<file path="config.mk">
export PLATFORM = sky130hd
export DESIGN_NAME = mru_access_sched
export DESIGN_NICKNAME = d
export VERILOG_FILES = /design/src/rtl/mru_pkg.sv /design/src/rtl/mru_debounce.sv /design/src/rtl/mru_access_sched.sv
export SDC_FILE = /design/constraint.sdc
export NUM_CORES = 1
export LEC_CHECK = 0
export ABC_AREA = 1
export BUFFER_PORTS_ARGS = -buffer_cell sky130_fd_sc_hd__buf_2
export CAP_MARGIN = 10
export CORE_ASPECT_RATIO = 0.7
export CORE_MARGIN = 4
export CORE_UTILIZATION = 65
export CTS_BUF_LIST = sky130_fd_sc_hd__clkbuf_4
export DETAILED_ROUTE_END_ITERATION = 16
export GPL_TIMING_DRIVEN = 1
export HOLD_SLACK_MARGIN = 0.1
export PLACE_DENSITY = 0.82
export SKIP_LAST_GASP = 1
export SLEW_MARGIN = 30
export SYNTH_ARGS = -nofsm -noshare
export SYNTH_HDL_FRONTEND = slang
export SYNTH_HIERARCHICAL = 1
export SYNTH_SLANG_ARGS = --single-unit
export TNS_END_PERCENT = 50
</file>
<file path="constraint.sdc">
create_clock -name clk -period 11.1 [get_ports clk]
set_clock_uncertainty 0.15 [all_clocks]
set_input_delay 1.11 -clock clk [delete_from_list [all_inputs] [get_ports clk]]
set_output_delay 1.11 -clock clk [all_outputs]
set_load 0.05 [all_outputs]
</file>
<file path="src/rtl/mru_pkg.sv">
// Shared types and the round-robin pick for the mru access front end.
// Pure declarations; no state, no latency, no flow control.
package mru_pkg;
  localparam int N_REQ_DEFAULT = 5;

  typedef logic [N_REQ_DEFAULT-1:0] req_vec_t;

  typedef enum logic [1:0] {IDLE, ISSUE, GAP} sched_state_t;

  // First set bit of pend scanning last+1, last+2, ... modulo n (n <= 32).
  function automatic int rr_pick(input logic [31:0] pend, input int last, input int n);
    int   idx;
    int   pick;
    logic found;
    pick  = 0;
    found = 1'b0;
    for (int k = 1; k <= 32; k++) begin
      idx = (last + k) % n;
      if (k <= n && !found && pend[idx[4:0]]) begin
        pick  = idx;
        found = 1'b1;
      end
    end
    return pick;
  endfunction
endpackage

</file>
<file path="src/rtl/mru_debounce.sv">
// One button bit: two-flop synchroniser, consecutive-cycle debounce and a 0->1 pulse.
// rise_o is high in the cycle whose clock edge flips the debounced level high; no backpressure.
module mru_debounce #(
  parameter int DEBOUNCE_CYCLES = 1_000_000
) (
  input  logic clk,
  input  logic rst,
  input  logic btn_i,
  output logic rise_o
);
  localparam int            CW       = (DEBOUNCE_CYCLES > 1) ? $clog2(DEBOUNCE_CYCLES) : 1;
  localparam logic [CW-1:0] CNT_LAST = CW'(DEBOUNCE_CYCLES - 1);

  logic          meta_q, meta_d;
  logic          sync_q, sync_d;
  logic          db_q, db_d;
  logic [CW-1:0] cnt_q, cnt_d;
  logic          flip;

  always_comb begin
    meta_d = btn_i;
    sync_d = meta_q;
    db_d   = db_q;
    cnt_d  = '0;
    flip   = (sync_q != db_q) && (cnt_q == CNT_LAST);
    if (flip) begin
      db_d = sync_q;
    end else if (sync_q != db_q) begin
      cnt_d = cnt_q + 1'b1;
    end
  end

  assign rise_o = flip & sync_q;

  always_ff @(posedge clk) begin
    if (!rst) begin
      meta_q <= 1'b0;
      sync_q <= 1'b0;
      db_q   <= 1'b0;
      cnt_q  <= '0;
    end else begin
      meta_q <= meta_d;
      sync_q <= sync_d;
      db_q   <= db_d;
      cnt_q  <= cnt_d;
    end
  end
endmodule

</file>
<file path="src/rtl/mru_access_sched.sv">
// Debounced button presses become pending requests, served round-robin as one-hot strobes.
// Access offered one cycle after pend sets; held until acc_ready, then ISSUE_GAP idle cycles.
module mru_access_sched
  import mru_pkg::*;
#(
  parameter int N_REQ           = N_REQ_DEFAULT,
  parameter int DEBOUNCE_CYCLES = 1_000_000,
  parameter int ISSUE_GAP       = 16
) (
  input  logic             clk,
  input  logic             rst,
  input  logic [N_REQ-1:0] btn,
  output logic             acc_valid,
  output logic [N_REQ-1:0] acc_onehot,
  input  logic             acc_ready,
  output logic [N_REQ-1:0] pend,
  output logic             busy
);
  localparam int            IW       = (N_REQ > 1) ? $clog2(N_REQ) : 1;
  localparam int            GW       = (ISSUE_GAP > 1) ? $clog2(ISSUE_GAP) : 1;
  localparam logic [GW-1:0] GAP_LAST = GW'((ISSUE_GAP > 0) ? ISSUE_GAP - 1 : 0);

  sched_state_t     state_q, state_d;
  logic [N_REQ-1:0] pend_q, pend_d;
  logic             valid_q, valid_d;
  logic [N_REQ-1:0] onehot_q, onehot_d;
  logic [IW-1:0]    last_q, last_d;
  logic [IW-1:0]    grant_q, grant_d;
  logic [GW-1:0]    gap_q, gap_d;
  logic [IW-1:0]    pick;
  logic [N_REQ-1:0] rise;

  for (genvar i = 0; i < N_REQ; i++) begin : g_db
    mru_debounce #(
      .DEBOUNCE_CYCLES(DEBOUNCE_CYCLES)
    ) u_db (
      .clk   (clk),
      .rst   (rst),
      .btn_i (btn[i]),
      .rise_o(rise[i])
    );
  end

  always_comb begin
    state_d  = state_q;
    pend_d   = pend_q;
    valid_d  = valid_q;
    onehot_d = onehot_q;
    last_d   = last_q;
    grant_d  = grant_q;
    gap_d    = gap_q;
    pick     = IW'(rr_pick(32'(pend_q), int'(last_q), N_REQ));
    unique case (state_q)
      IDLE: begin
        if (pend_q != '0) begin
          grant_d  = pick;
          onehot_d = N_REQ'(1) << pick;
          valid_d  = 1'b1;
          state_d  = ISSUE;
        end
      end
      ISSUE: begin
        if (acc_ready) begin
          pend_d   = pend_q & ~onehot_q;
          last_d   = grant_q;
          valid_d  = 1'b0;
          onehot_d = '0;
          gap_d    = '0;
          state_d  = (ISSUE_GAP > 0) ? GAP : IDLE;
        end
      end
      GAP: begin
        if (gap_q == GAP_LAST) begin
          gap_d   = '0;
          state_d = IDLE;
        end else begin
          gap_d = gap_q + 1'b1;
        end
      end
      default: state_d = IDLE;
    endcase
    // A new press on the edge that clears the same bit keeps it pending.
    pend_d = pend_d | rise;
  end

  always_ff @(posedge clk) begin
    if (!rst) begin
      state_q  <= IDLE;
      pend_q   <= '0;
      valid_q  <= 1'b0;
      onehot_q <= '0;
      last_q   <= IW'(N_REQ - 1);
      grant_q  <= '0;
      gap_q    <= '0;
    end else begin
      state_q  <= state_d;
      pend_q   <= pend_d;
      valid_q  <= valid_d;
      onehot_q <= onehot_d;
      last_q   <= last_d;
      grant_q  <= grant_d;
      gap_q    <= gap_d;
    end
  end

  assign acc_valid  = valid_q;
  assign acc_onehot = onehot_q;
  assign pend       = pend_q;
  assign busy       = (state_q != IDLE);
endmodule
</file>
# == Word level (Yosys, flattened, before mapping) ==
# Cells that the tools add are included.
# totals
register_bits,138
in_bits,8
output_inout_bits,12
# classes
bitwise,14
n_eq_ne,16
addsub,11
reduce_logical,28
muxes,34
n_div,5
n_shift,1
order_cmp,5
# op_table
cell,n
$mod 32x4->32 const B,5
$add 20x1->20 const B,5
$eq 20x20->1 const B,5
$lt 5x6->1 const B,5
$bmux 1 s5,5
$mux 5,4
$mux 3,5
$reduce_or 3->1,5
$mux 1,11
$pmux 5 s2,1
$logic_and 1x1->1,9
$add 3x2->4 const B,2
$add 3x3->4 const B,2
$mux 4,2
$pmux 4 s2,1
$mux 2,3
$ne 2x2->1 const B,3
$not 1->1,6
$pmux 2 s3,1
$reduce_and 2->1,3
$reduce_and 3->1,2
$reduce_bool 2->1,3
$and 1x1->1,5
$and 5x5->5,1
13 further kinds,20

# == Logic depth before layout (Yosys ltp) ==
# Gate-level depths: netlist (run 1).
# logic_depth
ltp_word,20
depth_mapped,31

# == Cells and area by module ==
# The synthesis (run 1) kept the hierarchy.
# modules_own_cells
mod,seq_area_each_um2,cells_per_inst,n_inst,area_each_um2
mru_debounce,460.4,174,5,1216.2
mru_access_sched,460.4,509,1,3093.0

# == Worst setup path after synthesis (run 1) ==
# OpenSTA, ideal clock, no wires.
# synth_timing
kind,reg-to-reg
startpoint,register last_q[0]
endpoint,register onehot_q[3] (netlist: acc_onehot[3])
setup_slack_ns,7.417
path_stages_with_launch,25
required_ns,10.822
path_buffers,2
period_less_slack_ns,3.683
setup_time_ns,0.128
arrival_ns,3.406
cell_sequence,dfxtp_1 > buf_4 > clkinv_1 > ha_1 > buf_2 > inv_1 > ha_1 > inv_1 > ha_1 > o21ai_4 > nand3_1 > nand2_1 > inv_2 > o21ai_1 > nand2_2 > nor2_4 > nor2_8 > nand3_2 > nand2_1 > nand2_1 > nand3_2 > nand2_1 > nor2_1 > nor2_1 > nor2_1
# synth_via
elab_chain_cells,20
elab_cells_between_ends,40
# synth_lines
item,line,source
"start, declared",mru_access_sched.sv:27,"logic [IW-1:0] last_q, last_d;"
"start signal, assigned",mru_access_sched.sv:92,last_q <= IW'(N_REQ - 1);
"start signal, assigned",mru_access_sched.sv:100,last_q <= last_d;
$add 3x1->4,mru_pkg.sv:18,idx = (last + k) % n;
$mod 32x4->32,mru_pkg.sv:18,
$bmux 1 s5,mru_pkg.sv:19,if (k <= n && !found && pend[idx[4:0]]) begin
$mux 1 (not written as such),mru_pkg.sv:19,
$mux 1,mru_pkg.sv:19,
$logic_not 1->1,mru_pkg.sv:19,
$logic_and 1x1->1,mru_pkg.sv:19,
$mux 1,mru_pkg.sv:19,
[4 not listed],--,
$logic_and 1x1->1,mru_pkg.sv:19,
$mux 1,mru_pkg.sv:19,
$logic_not 1->1,mru_pkg.sv:19,
$logic_and 1x1->1,mru_pkg.sv:19,
$mux 3 *,mru_pkg.sv:19,
$shl 1x3->5 *,mru_access_sched.sv:57,onehot_d = N_REQ'(1) << pick;
$mux 5 *,mru_access_sched.sv:55,if (pend_q != '0) begin
$pmux 5 s2 *,mru_access_sched.sv:53,unique case (state_q)
"end signal, assigned",mru_access_sched.sv:99,onehot_q <= onehot_d;
"end, declared",mru_access_sched.sv:26,"logic [N_REQ-1:0] onehot_q, onehot_d;"
# Mark *: on every way between the ends. The rest lies on a longest branch, timed or not. The select of a mux whose other input is x is not followed.
# A chain may end at the register's enable or synchronous reset.

# == Worst setup path in the final report (run 1) ==
# Same ends and word-level chain as after synthesis.

==> impl_metrics.xml, run 1 <==
<?xml version="1.0" encoding="UTF-8"?>
<metrics>
  <group name="pwr">
    <metric name="total_leakage_power" unit="nW">3.86</metric>
    <metric name="pwr_density_cell" unit="nW/µm²">91.3</metric>
    <metric name="power.ir.vdd_worst" unit="mV">0.0831</metric>
    <metric name="finalPower" unit="W">0.000884</metric>
  </group>
  <group name="worst_setup_path">
    <metric name="crit_type" unit="">register to register</metric>
    <metric name="crit_cells" unit="">26</metric>
    <metric name="crit_buf_inv" unit="">4</metric>
    <metric name="startpoint" unit="">last_q[0]</metric>
    <metric name="crit_path_frequent_cell" unit="">nand2_1</metric>
    <metric name="worst_ep_arrival_time" unit="ns">5.30</metric>
    <metric name="path_max_fanout" unit="">22</metric>
    <metric name="max_stage_delay" unit="ns">0.84</metric>
    <metric name="timing.critical_path.slowest_stage_cell" unit="">dfxtp_1</metric>
    <metric name="r2r_depth" unit="">26</metric>
    <metric name="setup.worst_path.end_class" unit="">register</metric>
    <metric name="critical_path.reg2reg.startpoint" unit="">last_q[0]</metric>
    <metric name="timing.critical_path.max_delay_family" unit="">simple AND/OR/NAND/NOR gates</metric>
    <metric name="critical_path_required" unit="ns">11.44</metric>
    <metric name="critical_path.startpoint_type" unit="">register</metric>
  </group>
  <group name="cells_and_area">
    <metric name="instances_no_fill" unit="">1602</metric>
    <metric name="most-common-layout-cells" unit="">nand2_1, nor2_1, inv_1</metric>
    <metric name="layout.cells.most_common" unit="">nand2_1</metric>
    <metric name="num-nets-final" unit="">1437</metric>
    <metric name="antenna-diode-count" unit="">0</metric>
    <metric name="flow.area_growth_from_synthesis" unit="%">5.51</metric>
    <metric name="drive_above_1_share" unit="%">14.6</metric>
  </group>
  <group name="floorplan">
    <metric name="design.die.area" unit="µm²">16100</metric>
    <metric name="rows" unit="">36</metric>
    <metric name="floorplan.io_pins" unit="">20</metric>
    <metric name="start_util" unit="%">66.1</metric>
    <metric name="area_of_the_core" unit="µm²">13900</metric>
    <metric name="die_h" unit="µm">107</metric>
    <metric name="chipWidth" unit="µm">150</metric>
  </group>
  <group name="global_routing">
    <metric name="global_route_wire_length_before_repair" unit="mm">34.2</metric>
    <metric name="grt_antenna_before_repair" unit="">1</metric>
    <metric name="grt_max_degree" unit="">33</metric>
    <metric name="overall_routing_resource_usage" unit="%">25.5</metric>
    <metric name="grt_overflow_total" unit="">0</metric>
    <metric name="first_global_vias" unit="">7506</metric>
  </group>
  <group name="clocking">
    <metric name="numClockSinks" unit="">138</metric>
    <metric name="cts-hold-fix-buffers" unit="">0</metric>
    <metric name="clock_tree.buffer_depth" unit="">2</metric>
    <metric name="worst_skew_pair.late_latency" unit="ns">0.56</metric>
    <metric name="path_clk_slew" unit="ns">0.12</metric>
    <metric name="clock_tree_from_tritoncts" unit="">built</metric>
    <metric name="cts_setup_buffers" unit="">0</metric>
    <metric name="cts_inserted_buffers" unit="">17</metric>
    <metric name="cts_resizes" unit="">0</metric>
    <metric name="cts_max_level" unit="">4</metric>
    <metric name="ctsRootBufferMaster" unit="">clkbuf_4</metric>
  </group>
  <group name="drt">
    <metric name="num_vias" unit="">8488</metric>
    <metric name="firstDrtPassIters" unit="">6</metric>
    <metric name="route.detailed.wl_per_inst" unit="µm">12.4</metric>
    <metric name="drtAntennaViolNets" unit="">0</metric>
    <metric name="drt_wl_total" unit="mm">19.9</metric>
    <metric name="drc_violations" unit="">0</metric>
    <metric name="route.detailed.vias_per_inst" unit="">5.30</metric>
    <metric name="detail_route.iter0.violations" unit="">747</metric>
  </group>
  <group name="hold_path">
    <metric name="worstHoldPathType" unit="">register to register</metric>
    <metric name="worstHoldPathCells" unit="">2</metric>
    <metric name="holdCritStartpoint" unit="">g_db[2].u_db/meta_q</metric>
  </group>
  <group name="yosys">
    <metric name="netlist_instances" unit="">1379</metric>
    <metric name="netlist_area" unit="µm²">9170</metric>
    <metric name="yosysSeqAreaShare" unit="%">30.1</metric>
    <metric name="ys_warn_count" unit="">6</metric>
    <metric name="yosysUniqueCellTypes" unit="">42</metric>
    <metric name="syn_avg_cell_area" unit="µm²">6.65</metric>
    <metric name="ys_ff_latch" unit="">138</metric>
    <metric name="synth_nets" unit="">1417</metric>
  </group>
  <group name="timing">
    <metric name="whs" unit="ns">0.273</metric>
    <metric name="setup-violations-final" unit="">0</metric>
    <metric name="hold_viol_final" unit="">0</metric>
    <metric name="fmaxAchievable" unit="MHz">201</metric>
    <metric name="grt_setup_unrepaired" unit="">false</metric>
    <metric name="max_slew_violations" unit="">0</metric>
    <metric name="fin_setup_tns" unit="ns">0</metric>
    <metric name="finalCriticalPeriod" unit="ns">4.96</metric>
    <metric name="max_slew_margin" unit="%">49.1</metric>
    <metric name="final.period_utilization" unit="%">44.7</metric>
    <metric name="worst_slew_pin_slew" unit="ns">0.762</metric>
  </group>
  <group name="run_status">
    <metric name="run_status" unit="">completed</metric>
  </group>
  <group name="placed_design">
    <metric name="numPortBuffers" unit="">19</metric>
    <metric name="gpl.final_weighted_congestion" unit="">0.928</metric>
    <metric name="place.detailed.hpwl" unit="mm">15.0</metric>
    <metric name="placedCellCount" unit="">1570</metric>
  </group>
  <group name="run">
    <metric name="max_cap_violations" unit="">0</metric>
  </group>
</metrics>
-- area by class of cell --
| type | count | area [µm²] |
|---|---|---|
| flip-flops and latches | 138 | 2760 |
| multi-input cells | 1053 | 5610 |
| inverters | 170 | 643 |
| clock inverters | 14 | 195 |
| clock buffers | 18 | 135 |
| fillers | 1267 | 4190 |
| repair buffers | 19 | 95.1 |
| well taps | 190 | 238 |
-- synth_stat cells (all sizes together) --
| library cell | instances | share of area (%) |
|---|---|---|
| a211oi | 1 | 0.082 |
| a21oi | 49 | 3.0 |
| and2 | 2 | 0.14 |
| and3 | 1 | 0.068 |
| buf | 15 | 1.6 |
| clkbuf | 3 | 0.12 |
| clkinv | 3 | 0.12 |
| dfxtp | 138 | 30 |
| ha | 30 | 4.1 |
| inv | 167 | 6.9 |
| nand2 | 403 | 18 |
| nand3 | 124 | 8.6 |
| nand3b | 7 | 0.57 |
| nand4 | 46 | 3.4 |
| nor2 | 279 | 14 |
| nor3 | 1 | 0.055 |
| o211ai | 8 | 0.65 |
| o21ai | 24 | 1.4 |
| o21bai | 10 | 0.82 |
| or2 | 7 | 0.48 |
| xnor2 | 21 | 2.0 |
| xor2 | 40 | 3.9 |
-- metal layers --
layer	track usage [%]	wire, µm	vias up
met5	0	7	-
met4	5.68	322	2
met3	6.36	1280	31
met2	38.1	8270	241
met1	37.2	10000	3812
li1	-	-	4402
-- worst paths after layout --
| kind | end | slack [ns] |
|---|---|---|
| max | acc_onehot[3] | 6.14 |
| min | g_db[2].u_db/sync_q | 0.27 |
| max reg2reg | acc_onehot[3] | 6.14 |
| min reg2reg | g_db[2].u_db/sync_q | 0.27 |
-- metrics by stage --
| step | cell area [µm²] | worst slack, ns | utilization, % |
|---|---|---|---|
| final | 9680 | 6.14 | 69.8 |
| after floorplan | 9170 | 7.42 | - |
| after detailed placement | 9350 | 6.20 | 67.4 |
| after CTS | 9680 | 6.17 | 69.8 |
| after global placement | 9350 | 6.38 | 67.4 |
| after global routing | 9680 | 5.58 | 69.8 |
-- tightest hold or removal path, stage by stage, from the launching register on --
cell,delay [ns]
dfxtp_1,0.32
nand2_1,0.05
inv_1,0.03
-- power breakdown --
part | internal [W] | switching [W]
registers | 0.000497 | 0.00000145
clock network | 0.000182 | 0.000192
logic | 0.00000266 | 0.00000844
total | 0.000682 | 0.000201
-- registers in the layout, summed over array words and instances (netlist names) --
name              flops
acc_onehot            5
acc_valid             1
g_db.u_db/cnt_q     100
g_db.u_db/db_q        5
g_db.u_db/meta_q      5
g_db.u_db/sync_q      5
gap_q                 4
grant_q               3
last_q                3
pend                  5
state_q               2
-- cell families after synthesis --
group	count (synthesis)	share of synthesized area, %
xor gates and xnor gates	61	5.91
adders and majority gates	30	4.09
and+or+nand+nor	870	45.2
buffers and inverters	188	8.73
AOI/OAI and AO/OA	92	5.99
DFF	138	30.1
Power figures use the tool's default switching activity.
==> inputs of run 2 (changes only) <==
Settings changed: ABC_AREA 1 to 0, CORE_UTILIZATION 65 to 59, PLACE_DENSITY 0.82 to 0.79.
Clock period 11.1 ns to 4.2 ns, I/O delays scaled along.
==> impl_metrics.xml, run 2 <==
<?xml version="1.0" encoding="UTF-8"?>
<metrics>
  <group name="run_status">
    <metric name="run_status" unit="">finished with violations</metric>
    <metric name="failed_checks" unit="">setup timing</metric>
  </group>
  <group name="floorplan">
    <metric name="floorplan.io_pins" unit="">20</metric>
    <metric name="rows" unit="">36</metric>
    <metric name="start_util" unit="%">60.7</metric>
    <metric name="design.die.area" unit="µm²">16500</metric>
    <metric name="chipWidth" unit="µm">152</metric>
    <metric name="area_of_the_core" unit="µm²">14100</metric>
    <metric name="die_h" unit="µm">109</metric>
  </group>
  <group name="drt">
    <metric name="num_vias" unit="">8316</metric>
    <metric name="route.detailed.vias_per_inst" unit="">6.08</metric>
    <metric name="firstDrtPassIters" unit="">8</metric>
    <metric name="drc_violations" unit="">0</metric>
    <metric name="detail_route.iter0.violations" unit="">625</metric>
    <metric name="route.detailed.wl_per_inst" unit="µm">16.0</metric>
    <metric name="drtAntennaViolNets" unit="">0</metric>
    <metric name="drt_wl_total" unit="mm">21.9</metric>
  </group>
  <group name="cells_and_area">
    <metric name="drive_above_1_share" unit="%">19.4</metric>
    <metric name="number_of_flip_flops_in_the_largest_register" unit="">100</metric>
    <metric name="layout.cells.most_common" unit="">dfxtp_1</metric>
    <metric name="flow.area_growth_from_synthesis" unit="%">17.5</metric>
    <metric name="num-nets-final" unit="">1202</metric>
    <metric name="largest-register" unit="">g_db.u_db/cnt_q</metric>
    <metric name="most-common-layout-cells" unit="">dfxtp_1, nor2_1, buf_4</metric>
    <metric name="fillCellCount" unit="">1097</metric>
    <metric name="layout.core_utilization" unit="%">71.3</metric>
    <metric name="antenna-diode-count" unit="">0</metric>
    <metric name="instances_no_fill" unit="">1367</metric>
  </group>
  <group name="placed_design">
    <metric name="gpl.final_weighted_congestion" unit="">0.930</metric>
    <metric name="place.detailed.hpwl" unit="mm">15.1</metric>
    <metric name="placedCellCount" unit="">1313</metric>
    <metric name="numPortBuffers" unit="">19</metric>
  </group>
  <group name="timing">
    <metric name="setup-violations-final" unit="">1</metric>
    <metric name="grt_setup_unrepaired" unit="">true</metric>
    <metric name="hold_viol_final" unit="">0</metric>
    <metric name="finalCriticalPeriod" unit="ns">4.22</metric>
    <metric name="postLayoutSetupSlackWorst" unit="ns">-0.0168</metric>
    <metric name="final.period_utilization" unit="%">100</metric>
    <metric name="whs" unit="ns">0.163</metric>
    <metric name="max_slew_margin" unit="%">51.7</metric>
    <metric name="worst_slew_pin_slew" unit="ns">0.721</metric>
    <metric name="max_slew_violations" unit="">0</metric>
    <metric name="fmaxAchievable" unit="MHz">237</metric>
  </group>
  <group name="global_routing">
    <metric name="first_global_vias" unit="">7390</metric>
    <metric name="overall_routing_resource_usage" unit="%">26.2</metric>
    <metric name="grt_antenna_before_repair" unit="">0</metric>
    <metric name="grt_max_degree" unit="">28</metric>
    <metric name="grt_overflow_total" unit="">0</metric>
    <metric name="global_route_wire_length_before_repair" unit="mm">35.3</metric>
  </group>
  <group name="yosys">
    <metric name="yosysSeqAreaShare" unit="%">32.4</metric>
    <metric name="synth_top_area_cell" unit="">dfxtp_1</metric>
    <metric name="synth_enable_flop_cells" unit="">0</metric>
    <metric name="ys_ff_latch" unit="">138</metric>
    <metric name="post-synth-top-count-cell" unit="">dfxtp_1</metric>
    <metric name="netlist_instances" unit="">1077</metric>
    <metric name="yosysUniqueCellTypes" unit="">79</metric>
    <metric name="yosys_most_used_dff" unit="">dfxtp_1</metric>
    <metric name="synth_top_area_share" unit="%">32.4</metric>
    <metric name="syn_avg_cell_area" unit="µm²">7.92</metric>
    <metric name="netlist_area" unit="µm²">8530</metric>
    <metric name="ys_async_sr_fraction" unit="%">0</metric>
    <metric name="synth_common_cells" unit="">dfxtp_1, nor2_1, nand2_1, a21oi_1, o21ai_0</metric>
    <metric name="post_synth_main_area_contributors" unit="">dfxtp_1, nor2_1, xnor2_1</metric>
    <metric name="synth_nets" unit="">1115</metric>
    <metric name="ys_warn_count" unit="">6</metric>
  </group>
  <group name="worst_setup_path">
    <metric name="critical_path.reg2reg.startpoint" unit="">last_q[1]</metric>
    <metric name="startpoint" unit="">last_q[1]</metric>
    <metric name="setup.worst_path.end_class" unit="">register</metric>
    <metric name="crit_type" unit="">register to register</metric>
    <metric name="worst_ep_arrival_time" unit="ns">4.55</metric>
    <metric name="ff2ff_setup_slack" unit="ns">-0.02</metric>
    <metric name="critical_path_required" unit="ns">4.53</metric>
    <metric name="r2r_depth" unit="">18</metric>
    <metric name="crit-reg2reg-capture" unit="">acc_onehot[2]</metric>
    <metric name="critical_path.startpoint_type" unit="">register</metric>
    <metric name="path_max_fanout" unit="">5</metric>
  </group>
  <group name="clocking">
    <metric name="cts_max_level" unit="">4</metric>
    <metric name="path_clk_slew" unit="ns">0.12</metric>
    <metric name="ctsRootBufferMaster" unit="">clkbuf_4</metric>
    <metric name="clock_tree.buffer_depth" unit="">2</metric>
    <metric name="clock_tree_from_tritoncts" unit="">built</metric>
    <metric name="numClockSinks" unit="">138</metric>
    <metric name="cts_inserted_buffers" unit="">17</metric>
    <metric name="worst_skew_pair.late_latency" unit="ns">0.56</metric>
  </group>
  <group name="hold_path">
    <metric name="worstHoldPathType" unit="">input pin to register</metric>
    <metric name="worstHoldPathCells" unit="">2</metric>
    <metric name="holdCritStartpoint" unit="">rst</metric>
    <metric name="min_delay_worst_endpoint" unit="">last_q[2]</metric>
  </group>
  <group name="pwr">
    <metric name="power.ir.vdd_worst" unit="mV">0.227</metric>
    <metric name="total_leakage_power" unit="nW">3.51</metric>
    <metric name="finalPower" unit="W">0.00218</metric>
    <metric name="pwr_density_cell" unit="nW/µm²">217</metric>
  </group>
  <group name="run">
    <metric name="max_cap_violations" unit="">0</metric>
  </group>
</metrics>
run 2: per-layer routing:
layer | vias to the layer above | global-route usage, % | wire [µm]
met3 | 36 | 6.49 | 1930
met4 | 0 | 6.86 | 286
met1 | 3867 | 39.0 | 10200
met5 | - | 0 | 0
met2 | 329 | 37.8 | 9480
li1 | 4084 | - | -
run 2: worst max-delay path by stage:
stage / endpoint / slack (ns)
floorplan: acc_onehot[2] / -0.46
global placement: acc_onehot[3] / 0.08
detailed placement: acc_onehot[2] / -0.07
finish: acc_onehot[2] / -0.02
CTS: acc_onehot[2] / -0.006
global route: acc_onehot[2] / -0.14
run 2: stage by stage:
step / instance area [µm²] / TNS (ns) / setup slack, ns
3_3_place_gp: 9240 / 0 / 0.0797
4_1_cts: 9600 / -0.00637 / -0.00637
3_5_place_dp: 9240 / -0.146 / -0.0745
6_report: 10000 / -0.0168 / -0.0168
2_1_floorplan: 8630 / -1.66 / -0.456
5_1_grt: 10000 / -0.469 / -0.138
run 2: logic make-up after synthesis:
logic type / after synthesis / share of synthesized area [%]
AND/OR/NAND/NOR: 474 / 29.7
adder cells (fa/ha/maj): 30 / 4.40
buffers and inverters: 98 / 5.12
AO/OA/AOI/OAI: 251 / 19.0
XOR/XNOR: 71 / 7.38
multiplexers: 15 / 1.98
flip-flops: 138 / 32.4
run 2: timing repair:
item / 4_1_cts / 5_1_grt
gates resized for setup: 9 / 69
cloned: 0 / 1
setup endpoints to repair: 4 / 8
pin swaps: 1 / 20
hold endpoints to repair: 7 / 0
setup buffers: 1 / 14
hold buffers: 6 / 0
run 2: power breakdown:
group	internal [W]	switching [W]	total, W
logic	0.0000129	0.0000200	0.0000329
clock network	0.000302	0.000526	0.000828
registers	0.00131	0.00000367	0.00132
total	0.00163	0.000549	0.00218
run 2: layout make-up:
| type | instances | area, µm² | area share (%) |
|---|---|---|---|
| clock buffers | 17 | 128 | 1.27 |
| clock inverters | 15 | 138 | 1.37 |
| inverters | 51 | 201 | 2.01 |
| multi-input cells | 841 | 5680 | 56.7 |
| flip-flops and latches | 138 | 2770 | 27.7 |
| well taps | 190 | 238 | 2.37 |
| repair buffers | 115 | 856 | 8.54 |
run 2: worst max-delay path, cell delays in order, from the launching register on:
cell and delay [ns]:
dfxtp_4 0.39, ha_4 0.18, xnor2_4 0.23, buf_6 0.15
ha_1 0.13, inv_1 0.04, ha_1 0.31, nand2b_4 0.14
o211ai_1 0.12, a2111oi_2 0.43, buf_4 0.20, o21ai_0 0.17
a31oi_4 0.23, or2_4 0.15, o21ai_0 0.07, o22a_1 0.23
a311oi_2 0.29, or3b_4 0.41, a21oi_2 0.11
